==> config.mk <==
export PLATFORM = sky130hd
export DESIGN_NAME = fetch_unit
export DESIGN_NICKNAME = d
export VERILOG_FILES = /design/src/rtl/core_pkg.sv /design/src/rtl/fetch_unit.sv
export SDC_FILE = /design/constraint.sdc
export NUM_CORES = 1
export LEC_CHECK = 0
export ABC_AREA = 1
export CAP_MARGIN = 10
export CORE_AREA = 2 2 108 110
export DETAILED_ROUTE_END_ITERATION = 8
export DIE_AREA = 0 0 110 112
export PLACE_DENSITY = 0.89
export SLEW_MARGIN = 15
export SYNTH_ARGS = -nofsm -noshare
export SYNTH_HDL_FRONTEND = slang
export SYNTH_SLANG_ARGS = --single-unit
export TNS_END_PERCENT = 50
==> constraint.sdc <==
create_clock -name clk -period 4.9 [get_ports clk]
set_clock_uncertainty 0.2 [all_clocks]
set_input_delay 1.225 -clock clk [delete_from_list [all_inputs] [get_ports clk]]
set_output_delay 1.225 -clock clk [all_outputs]
set_load 0.05 [all_outputs]
==> src/rtl/core_pkg.sv <==
// Shared core definitions: branch-type and fetch-state encodings plus reset defaults.
// No logic of its own; consumed by fetch and branch.
// Defaults are 32-bit and resized by users with a different address width.
package core_pkg;

    localparam int          XLEN_DEF     = 32;
    localparam logic [31:0] RESET_PC_DEF = 32'h0000_0000;
    localparam logic [31:0] NOP_INST_DEF = 32'h0000_0013;  // addi x0,x0,0

    // Branch condition selector shared with the branch comparator
    typedef enum logic [2:0] {
        BR_BEQ,
        BR_BNE,
        BR_BLT,
        BR_BGE,
        BR_BLTU,
        BR_BGEU,
        BR_PC,
        BR_ALU
    } br_type_e;

    // Fetch sequencer: issue request, wait for response, hold for decode
    typedef enum logic [1:0] {
        REQ,
        WAIT,
        HOLD
    } fetch_state_e;

endpackage

==> src/rtl/fetch_unit.sv <==
// Instruction fetch: owns the PC, issues one memory request at a time, hands the word to decode.
// Latency: response to inst_valid 1 clk; decode accept to next request 1 clk.
// Backpressure: address held until imem_req_ready; inst held while inst_valid && !inst_ready.
module fetch_unit
    import core_pkg::*;
#(
    parameter int              XLEN     = XLEN_DEF,
    parameter logic [XLEN-1:0] RESET_PC = XLEN'(RESET_PC_DEF),
    parameter logic [31:0]     NOP_INST = NOP_INST_DEF
) (
    input  logic            clk,
    input  logic            rst,
    input  logic            br_taken,
    input  logic [XLEN-1:0] br_target,
    output logic            imem_req_valid,
    input  logic            imem_req_ready,
    output logic [XLEN-1:0] imem_addr,
    input  logic            imem_rsp_valid,
    input  logic [31:0]     imem_rsp_data,
    output logic            inst_valid,
    input  logic            inst_ready,
    output logic [31:0]     inst,
    output logic [XLEN-1:0] inst_pc,
    output logic            misaligned
);

    fetch_state_e    state;
    logic [XLEN-1:0] pc;
    // Set when the in-flight response belongs to a PC that a redirect has since replaced
    logic            drop;

    // Request is only offered from REQ; reset forces it low immediately
    assign imem_req_valid = (state == REQ) && !rst;
    assign imem_addr      = pc;

    // Fetch sequencer, PC update and decode-side output registers; redirect outranks everything
    always_ff @(posedge clk or posedge rst) begin
        if (rst) begin
            state      <= REQ;
            pc         <= RESET_PC;
            drop       <= 1'b0;
            inst_valid <= 1'b0;
            inst       <= NOP_INST;
            inst_pc    <= RESET_PC;
            misaligned <= 1'b0;
        end else begin
            misaligned <= 1'b0;
            if (br_taken) begin
                pc         <= {br_target[XLEN-1:2], 2'b00};
                inst_valid <= 1'b0;
                inst       <= NOP_INST;
                misaligned <= |br_target[1:0];
                case (state)
                    REQ: begin
                        // A request accepted alongside the redirect fetches the stale PC
                        if (imem_req_ready) begin
                            state <= WAIT;
                            drop  <= 1'b1;
                        end
                    end
                    WAIT: begin
                        if (imem_rsp_valid) begin
                            state <= REQ;
                            drop  <= 1'b0;
                        end else begin
                            drop  <= 1'b1;
                        end
                    end
                    HOLD:    state <= REQ;
                    default: state <= REQ;
                endcase
            end else begin
                case (state)
                    REQ: begin
                        if (imem_req_ready) begin
                            state <= WAIT;
                        end
                    end
                    WAIT: begin
                        if (imem_rsp_valid) begin
                            if (drop) begin
                                drop  <= 1'b0;
                                state <= REQ;
                            end else begin
                                inst       <= imem_rsp_data;
                                inst_pc    <= pc;
                                inst_valid <= 1'b1;
                                state      <= HOLD;
                            end
                        end
                    end
                    HOLD: begin
                        if (inst_ready) begin
                            inst_valid <= 1'b0;
                            inst       <= NOP_INST;
                            pc         <= pc + XLEN'(4);
                            state      <= REQ;
                        end
                    end
                    default: state <= REQ;
                endcase
            end
        end
    end

endmodule

==> out/results.tsv, run 1 <==
metric	value	unit
CTS Sinks	97	
M1 wire length	5810	um
final setup TNS	0	ns
Placed Cells	928	
gr usage total	22.5	%
Routed WL	13500	um
Post-layout nets	867	
CP Launch Type	input port	
Die H	112	um
initial antenna violation count	0	
vias in the first global route	4405	
Crit. End Element	output pin	
Synth-to-Final Area Change	39.5	%
RePlAce Congestion	0.883	
Hold Crit Class	flip-flop to flip-flop	
I/O pin cnt	169	
DR vias	4662	
antenna-violating nets left	0	
initial drt markers	376	
Starting Density	45.1	%
Slew @ Worst Pin	0.896	ns
Setup CP Type	input port to output pin	
Core Util, Final	63.0	%
count of pins over their slew limit	0	
LEAKAGE	3.34	nW
Worst IR Drop VDD	0.000342	V
crit share post-route	83.4	%
RSZ-0062 raised after global routing	no	
Pwr Density	462	mW/mm2
DRC viols	0	
worst skew pair latency	0.34	ns
CP Data Arrival Time	2.66	ns
routed length on met3	952	um
Core Box Area	0.0112	mm2
Post-Syn Instances	639	
pre-CTS setup slack	0.799	ns
CTS resizes	0	
met2 WL post-DR	6640	um
Ys Warns	0	
FILL cells	961	
clock-pin slew on the worst setup and hold paths	0.07	ns
outcome	finished clean	
# rows	39	
vias per inst	4.94	
Post-DP HPWL	9910	um
CTS tree	done	
CP Data Required Time	3.47	ns
share of layout cells above drive strength 1	9.50	%
highest metal used	met4	
cts hold-fix bufs	0	
drt first pass iters	5	
die width	110	um
clock buffer count from CTS	9	
Finish-stage setup viols	0	
hold slack	0.274	ns
Final Worst Setup Slack	0.812	ns
n_diodes	0	
Max Root-Sink Buffers	2	
Tmin final	4.09	ns
average wire per standard cell	14.3	um
port buffer count	164	
# Max-Cap Violations	0	
worst-path fanout max	2	
Fin. Hold Viols	0	
Worst slew margin	40.3	%
non-filler instance count after layout	943	
Syn Area/Cell	7.89	um2
Clock Tree Root	clkbuf_16	
die area	0.0123	mm2
Seq. cell area	0.00243	mm2
setup bufs post-CTS	0	
unique cell type count in the Yosys netlist	31	
multi-input combinational cell area	0.00206	mm2
Seq/Total Area, Yosys	48.2	%
Cell Area, Synth	0.00504	mm2
Clock H-tree levels	3	
#FFs+latches synth	97	
highest clock rate	245	MHz
largest net degree at the start of global routing	74	
gr ovfl total	0	
first-pass GRT wire length	21700	um
path summary, 6_finish.rpt:
kind	start	end	slack, ns	depth (start not counted)
setup / recovery	rst	imem_req_valid	0.81	3
max in group asynchronous	rst	inst[4]	2.54	3
hold / removal	inst_valid	inst_valid	0.27	2
min in group asynchronous	rst	inst[7]	1.14	2
hold reg to reg	inst_valid	inst_valid	0.27	2
setup reg to reg	state[0]	inst_pc[14]	2.54	8
worst max-delay path, stage by stage:
cell             delay [ns]
clkdlybuf4s50_1        0.46
nor3_1                 0.15
clkdlybuf4s50_1        0.82
area by class of cell:
class / count / share of cell area [%]
Tap cell: 143 / 2.54
Clock inverter: 5 / 1.14
Timing Repair Buffer: 170 / 24.0
Sequential cell: 97 / 34.6
Multi-Input combinational cell: 425 / 29.3
Clock buffer: 10 / 3.40
Inverter: 93 / 5.10
kinds of logic (layout without fill, tap and decap cells):
| family | Yosys count | in the layout | share of synthesized area, % |
|---|---|---|---|
| AO/OA/AOI/OAI | 103 | 103 | 13.4 |
| other | 1 | 4 | 0.0744 |
| adder cells (fa/ha/maj) | 1 | 1 | 0.248 |
| AND/OR/NAND/NOR | 317 | 317 | 26.7 |
| buffers and inverters | 120 | 278 | 11.3 |
| flip-flops | 97 | 97 | 48.2 |
power by group:
| group | switching, mW | internal, mW |
|---|---|---|
| Clock | 0.297 | 0.458 |
| Sequential | 0.122 | 0.973 |
| Combinational | 0.947 | 0.455 |
metrics by stage:
step / total power [mW] / cell area [um2]
2_1_floorplan: 2.03 / 5050
3_3_place_gp: 2.49 / 6720
3_5_place_dp: 2.51 / 6720
4_1_cts: 3.27 / 7040
5_1_grt: 3.40 / 7040
6_report: 3.25 / 7040
cells in the final DEF, fill, tap and decap left out, drive strengths merged:
master	count
nor2	62
a211oi	3
o21ai	80
nor3	7
clkbuf	10
clkinv	1
a31oi	1
buf	6
inv	93
ha	1
a21oi	10
o211ai	9
conb	4
dfstp	3
and2	2
dfrtp	94
bufinv	2
clkdlybuf4s50	164
nand3	45
nand2	201
clkinvlp	2
cells in the mapped netlist (all sizes together):
cell | number | area [um2]
nand2 | 201 | 773
nor2 | 62 | 297
clkbuf | 4 | 18.8
o21ai | 80 | 517
buf | 23 | 194
inv | 93 | 357
a21oi | 10 | 65.1
a211oi | 3 | 22.5
o211ai | 9 | 67.6
ha | 1 | 12.5
a31oi | 1 | 6.26
and2 | 2 | 12.5
nand3 | 45 | 230
conb | 1 | 3.75
dfstp | 3 | 78.8
nor3 | 7 | 35.0
dfrtp | 94 | 2350
per-layer routing:
layer	vias up	GRT usage (%)
li1	2300	-
met1	2195	29.4
met2	156	37.7
met3	11	5.44
met4	0	4.56
met5	-	0
sequential cells by signal (all words and copies together) (netlist names):
name / flops
inst_valid: 1
misaligned: 1
imem_addr: 30
state: 2
inst: 32
drop: 1
inst_pc: 30
Note: power is estimated with default switching activity, not from simulation.
==> run 2: changes to the inputs <==
--- a/config.mk
+++ b/config.mk
@@ -7,10 +7,10 @@
 export LEC_CHECK = 0
 export ABC_AREA = 1
 export CAP_MARGIN = 10
-export CORE_AREA = 2 2 108 110
+export CORE_AREA = 2 2 113 115
 export DETAILED_ROUTE_END_ITERATION = 8
-export DIE_AREA = 0 0 110 112
-export PLACE_DENSITY = 0.89
+export DIE_AREA = 0 0 115 117
+export PLACE_DENSITY = 0.86
 export SLEW_MARGIN = 15
 export SYNTH_ARGS = -nofsm -noshare
 export SYNTH_HDL_FRONTEND = slang
==> constraint.sdc (replaced) <==
create_clock -name clk -period 3.7 [get_ports clk]
set_clock_uncertainty 0.2 [all_clocks]
set_input_delay 0.925 -clock clk [delete_from_list [all_inputs] [get_ports clk]]
set_output_delay 0.925 -clock clk [all_outputs]
set_load 0.05 [all_outputs]
==> out/results.tsv, run 2 (synthesized netlist as in run 1, its figures left out) <==
metric	value	unit	change
outcome	finished clean		
drt first pass iters	4		-1
Routed WL	13800	um	+1.9%
Synth-to-Final Area Change	39.3	%	
vias in the first global route	4465		+1.4%
Post-DP HPWL	10200	um	+3.0%
die area	0.0135	mm2	+9.2%
largest net degree at the start of global routing	68		-8.1%
Clock Tree Root	clkbuf_16		
Worst slew margin	60.5	%	+20 points
Post-layout nets	866		-0.12%
CTS tree	done		
Hold Crit Class	flip-flop to flip-flop		
CP Launch Type	input port		
CTS resizes	0		unchanged
hold path depth	2		unchanged
final setup TNS	0	ns	unchanged
Slew @ Worst Pin	0.592	ns	-0.304 ns
CP Data Required Time	2.57	ns	-0.90 ns
post-route cell area	0.00702	mm2	-0.18%
n_diodes	0		unchanged
gr ovfl total	0		unchanged
initial antenna violation count	0		unchanged
crit share post-route	78.0	%	
leading cell type in the layout, fill and taps excluded	nand2_1		
largest register by flop count	inst		
clock-pin slew on the worst setup and hold paths	0.06	ns	about the same
DR vias	4670		+0.17%
cts hold-fix bufs	0		unchanged
LEAKAGE	3.33	nW	-0.16%
initial drt markers	475		+26%
Fin. Hold Viols	0		unchanged
Clock H-tree levels	3		unchanged
grt met2 use	35.1	%	-2.5 points
Starting Density	41.0	%	-4.2 points
most frequent cells in the layout	199 x nand2_1, 163 x clkdlybuf4s50_1, 94 x dfrtp_1		
Seq pwr share	34.4	%	+0.7 points
grt met3 use	3.76	%	-1.7 points
Sw Share	43.0	%	+1.0 points
Crit. End Element	output pin		
clock buffer count from CTS	9		unchanged
vias per inst	4.92		-0.46%
busiest grt layer	met2		
I/O pin cnt	169		unchanged
DP Area	0.00674	mm2	+0.35%
highest clock rate	346	MHz	
max FFs per register	32		unchanged
average wire per standard cell	14.5	um	+1.2%
Core Box Area	0.0123	mm2	+10%
worst-path fanout max	2		unchanged
antenna-violating nets left	0		unchanged
first-pass GRT wire length	22000	um	+1.4%
RSZ-0062 raised after global routing	no		
setup bufs post-CTS	0		unchanged
DRC viols	0		unchanged
die width	115	um	+4.5%
CP Data Arrival Time	1.76	ns	-0.90 ns
r2r worst-path depth	9		+1
gr usage total	20.9	%	-1.6 points
share of layout cells above drive strength 1	9.39	%	-0.11 points
Finish-stage setup viols	0		unchanged
port buffer count	164		unchanged
# Max-Cap Violations	0		unchanged
Comb power frac	44.1	%	+1.0 points
Pwr Density	600	mW/mm2	+30%
internal power	2.40	mW	+27%
Worst IR Drop VDD	0.000421	V	+23%
Tmin final	2.89	ns	
Die H	117	um	+4.5%
count of pins over their slew limit	0		unchanged
worst skew pair latency	0.34	ns	about the same
RePlAce Congestion	0.888		+0.55%
Clock Power Share	21.5	%	-1.7 points
CTS Sinks	97		unchanged
Setup CP Type	input port to output pin		
GR Layer Usage met1	26.9	%	-2.6 points
# rows	41		+5.1%
Max Root-Sink Buffers	2		unchanged
Sw Pwr	1.81	mW	+33%
run 2: per-stage QoR:
stage | instances | hold slack [ns] | setup WS, ns | power, mW | utilization [%]
2_1_floorplan | 642 | 0.328 | 0.0462 | 2.68 | -
3_3_place_gp | 934 | 0.254 | 0.542 | 3.31 | 54.7
3_5_place_dp | 934 | 0.265 | 0.475 | 3.34 | 54.7
4_1_cts | 949 | 0.280 | 0.801 | 4.24 | 57.0
5_1_grt | 949 | 0.303 | 0.621 | 4.41 | 57.0
6_report | 949 | 0.273 | 0.813 | 4.21 | 57.0
run 2: routing by layer:
layer | wire length, um | up-vias
li1 | - | 2299
met1 | 6110 | 2184
met2 | 6570 | 169
met3 | 877 | 18
met4 | 227 | 0
met5 | 0 | -
run 2: critical path: stages:
cell             delay, ns
clkdlybuf4s50_1       0.46
nor3_1                0.15
buf_4                 0.22
run 2: final timing paths:
check	startpoint	endpoint	slack [ns]
setup / recovery	rst	imem_req_valid	0.81
hold / removal	inst_valid	inst_valid	0.27
setup reg to reg	state[1]	imem_addr[28]	1.50
hold reg to reg	inst_valid	inst_valid	0.27
max in group asynchronous	rst	state[0]	1.82
min in group asynchronous	rst	state[1]	0.76
run 2: final cells by class:
| cell class | count | area [um2] |
|---|---|---|
| Fill cell | 1109 | 5290 |
| Sequential cell | 97 | 2430 |
| Multi-Input combinational cell | 425 | 2060 |
| Timing Repair Buffer | 169 | 1700 |
| Inverter | 93 | 359 |
| Clock buffer | 13 | 270 |
| Tap cell | 150 | 188 |
| Clock inverter | 2 | 12.5 |
run 2: power by group through the flow:
stage	Clock [mW]	Sequential [mW]	Combinational, mW
finish	0.905	1.45	1.86
global route	0.957	1.48	1.97
CTS	0.914	1.45	1.87
detailed placement	0	1.47	1.87
global placement	0	1.46	1.85
floorplan	0	2.22	0.464
==> run 3: changes to the inputs <==
--- a/config.mk
+++ b/config.mk
@@ -7,10 +7,10 @@
 export LEC_CHECK = 0
 export ABC_AREA = 1
 export CAP_MARGIN = 10
-export CORE_AREA = 2 2 113 115
+export CORE_AREA = 2 2 108 110
 export DETAILED_ROUTE_END_ITERATION = 8
-export DIE_AREA = 0 0 115 117
-export PLACE_DENSITY = 0.86
+export DIE_AREA = 0 0 110 112
+export PLACE_DENSITY = 0.89
 export SLEW_MARGIN = 15
 export SYNTH_ARGS = -nofsm -noshare
 export SYNTH_HDL_FRONTEND = slang
==> constraint.sdc (replaced) <==
create_clock -name clk -period 3 [get_ports clk]
set_clock_uncertainty 0.2 [all_clocks]
set_input_delay 0.75 -clock clk [delete_from_list [all_inputs] [get_ports clk]]
set_output_delay 0.75 -clock clk [all_outputs]
set_load 0.05 [all_outputs]
==> out/results.tsv, run 3 (synthesized netlist as in run 1, its figures left out) <==
metric	value	unit	change
die area	0.0123	mm2	-8.4%
largest net degree at the start of global routing	98		+44%
DR vias	4696		+0.56%
Clock H-tree levels	3		unchanged
vias in the first global route	4492		+0.60%
n_diodes	0		unchanged
cts hold-fix bufs	0		unchanged
RePlAce Congestion	0.894		+0.71%
clock buffer count from CTS	9		unchanged
Die H	112	um	-4.3%
max FFs per register	32		unchanged
Worst IR Drop VDD	0.000484	V	+15%
LEAKAGE	3.35	nW	+0.47%
average wire per standard cell	14.3	um	-1.6%
outcome	finished clean		
port buffer count	164		unchanged
worst-path fanout max	2		unchanged
Clock Tree Root	clkbuf_16		
initial antenna violation count	0		unchanged
vias per inst	4.97		+1.1%
Starting Density	45.1	%	+4.2 points
Fin. Hold Viols	0		unchanged
Core Util, Final	63.3	%	+6.2 points
Setup CP Type	input port to output pin		
CP Launch Type	input port		
Synth-to-Final Area Change	40.2	%	
Core Box Area	0.0112	mm2	-9.2%
Post-layout nets	868		+0.23%
worst skew pair latency	0.34	ns	about the same
CTS Sinks	97		unchanged
die width	110	um	-4.3%
I/O pin cnt	169		unchanged
Hold Crit Class	flip-flop to flip-flop		
Tmin final	2.70	ns	
gr usage total	22.7	%	+1.8 points
Finish-stage setup viols	0		unchanged
antenna-violating nets left	0		unchanged
# rows	39		-4.9%
count of pins over their slew limit	0		unchanged
largest register by flop count	inst		
setup bufs post-CTS	0		unchanged
gr ovfl total	0		unchanged
initial drt markers	424		-11%
leading cell type in the layout, fill and taps excluded	nand2_1		
Post-DP HPWL	9910	um	-2.9%
first-pass GRT wire length	21900	um	-0.60%
drt first pass iters	5		+1
Pwr Density	742	mW/mm2	+24%
CP Data Arrival Time	1.75	ns	about the same
share of layout cells above drive strength 1	9.61	%	+0.23 points
Slew @ Worst Pin	0.581	ns	-0.0111 ns
most frequent cells in the layout	199 x nand2_1, 163 x clkdlybuf4s50_1, 94 x dfrtp_1		
Worst slew margin	61.2	%	+0.69 points
pre-CTS setup slack	0.286	ns	-0.189 ns
Max Root-Sink Buffers	2		unchanged
DRC viols	0		unchanged
final setup TNS	0	ns	unchanged
# Max-Cap Violations	0		unchanged
CP Data Required Time	2.05	ns	-0.52 ns
Routed WL	13500	um	-2.1%
highest clock rate	371	MHz	
crit share post-route	90.0	%	
Final Worst Setup Slack	0.301	ns	-0.511 ns
Crit. End Element	output pin		
CTS resizes	0		unchanged
RSZ-0062 raised after global routing	no		
flop2flop setup slack	0.96	ns	-0.54 ns
clock-pin slew on the worst setup and hold paths	0.06	ns	about the same
CTS tree	done		
-- run 3: changes by cell type in the layout (fill, tap and decap cells not counted), sizes merged --
| cell | before | now |
|---|---|---|
| buf | 6 | 8 |
| clkbuf | 13 | 11 |
| clkinvlp | 1 | 3 |
| bufinv | 0 | 1 |
| inv | 93 | 92 |
-- run 3: report_power, final --
group          switching, mW  internal [mW]
Clock                  0.492          0.667
Sequential             0.196           1.59
Combinational           1.55          0.757
-- run 3: through the flow --
| step | hold slack (ns) | instances | cell area [um2] | total power [mW] |
|---|---|---|---|---|
| after floorplan | 0.328 | 642 | 5060 | 3.31 |
| after global placement | 0.253 | 929 | 6770 | 4.08 |
| after detailed placement | 0.268 | 929 | 6770 | 4.12 |
| after CTS | 0.286 | 944 | 7070 | 5.28 |
| after global routing | 0.306 | 944 | 7070 | 5.51 |
| final | 0.280 | 944 | 7070 | 5.25 |
-- run 3: worst paths after layout --
kind                       depth (start not counted)              to    startpoint
max in group asynchronous                          3         inst[1]           rst
hold / removal                                     2     inst_pc[20]   inst_pc[20]
min in group asynchronous                          3      inst_pc[2]           rst
setup reg to reg                                  10   imem_addr[26]  imem_addr[2]
setup / recovery                                   3  imem_req_valid           rst
hold reg to reg                                    2     inst_pc[20]   inst_pc[20]
-- run 3: critical path: stages --
cell	delay [ns]
clkdlybuf4s50_1	0.46
nor3_1	0.34
buf_12	0.19
-- run 3: layer usage --
layer	global-route usage [%]	wire, um	up-vias
met3	5.44	1190	19
li1	-	-	2305
met1	29.4	5510	2177
met5	0	0	-
met2	37.8	6600	195
met4	5.91	195	0
-- run 3: final cells by class --
| cell class | count | area, um2 |
|---|---|---|
| fill | 969 | 4110 |
| timing repair buffer | 171 | 1740 |
| multi-input combinational | 425 | 2060 |
| clock buffer | 11 | 243 |
| sequential | 97 | 2430 |
| clock inverter | 4 | 53.8 |
| inverter | 93 | 360 |
| tap | 143 | 179 |
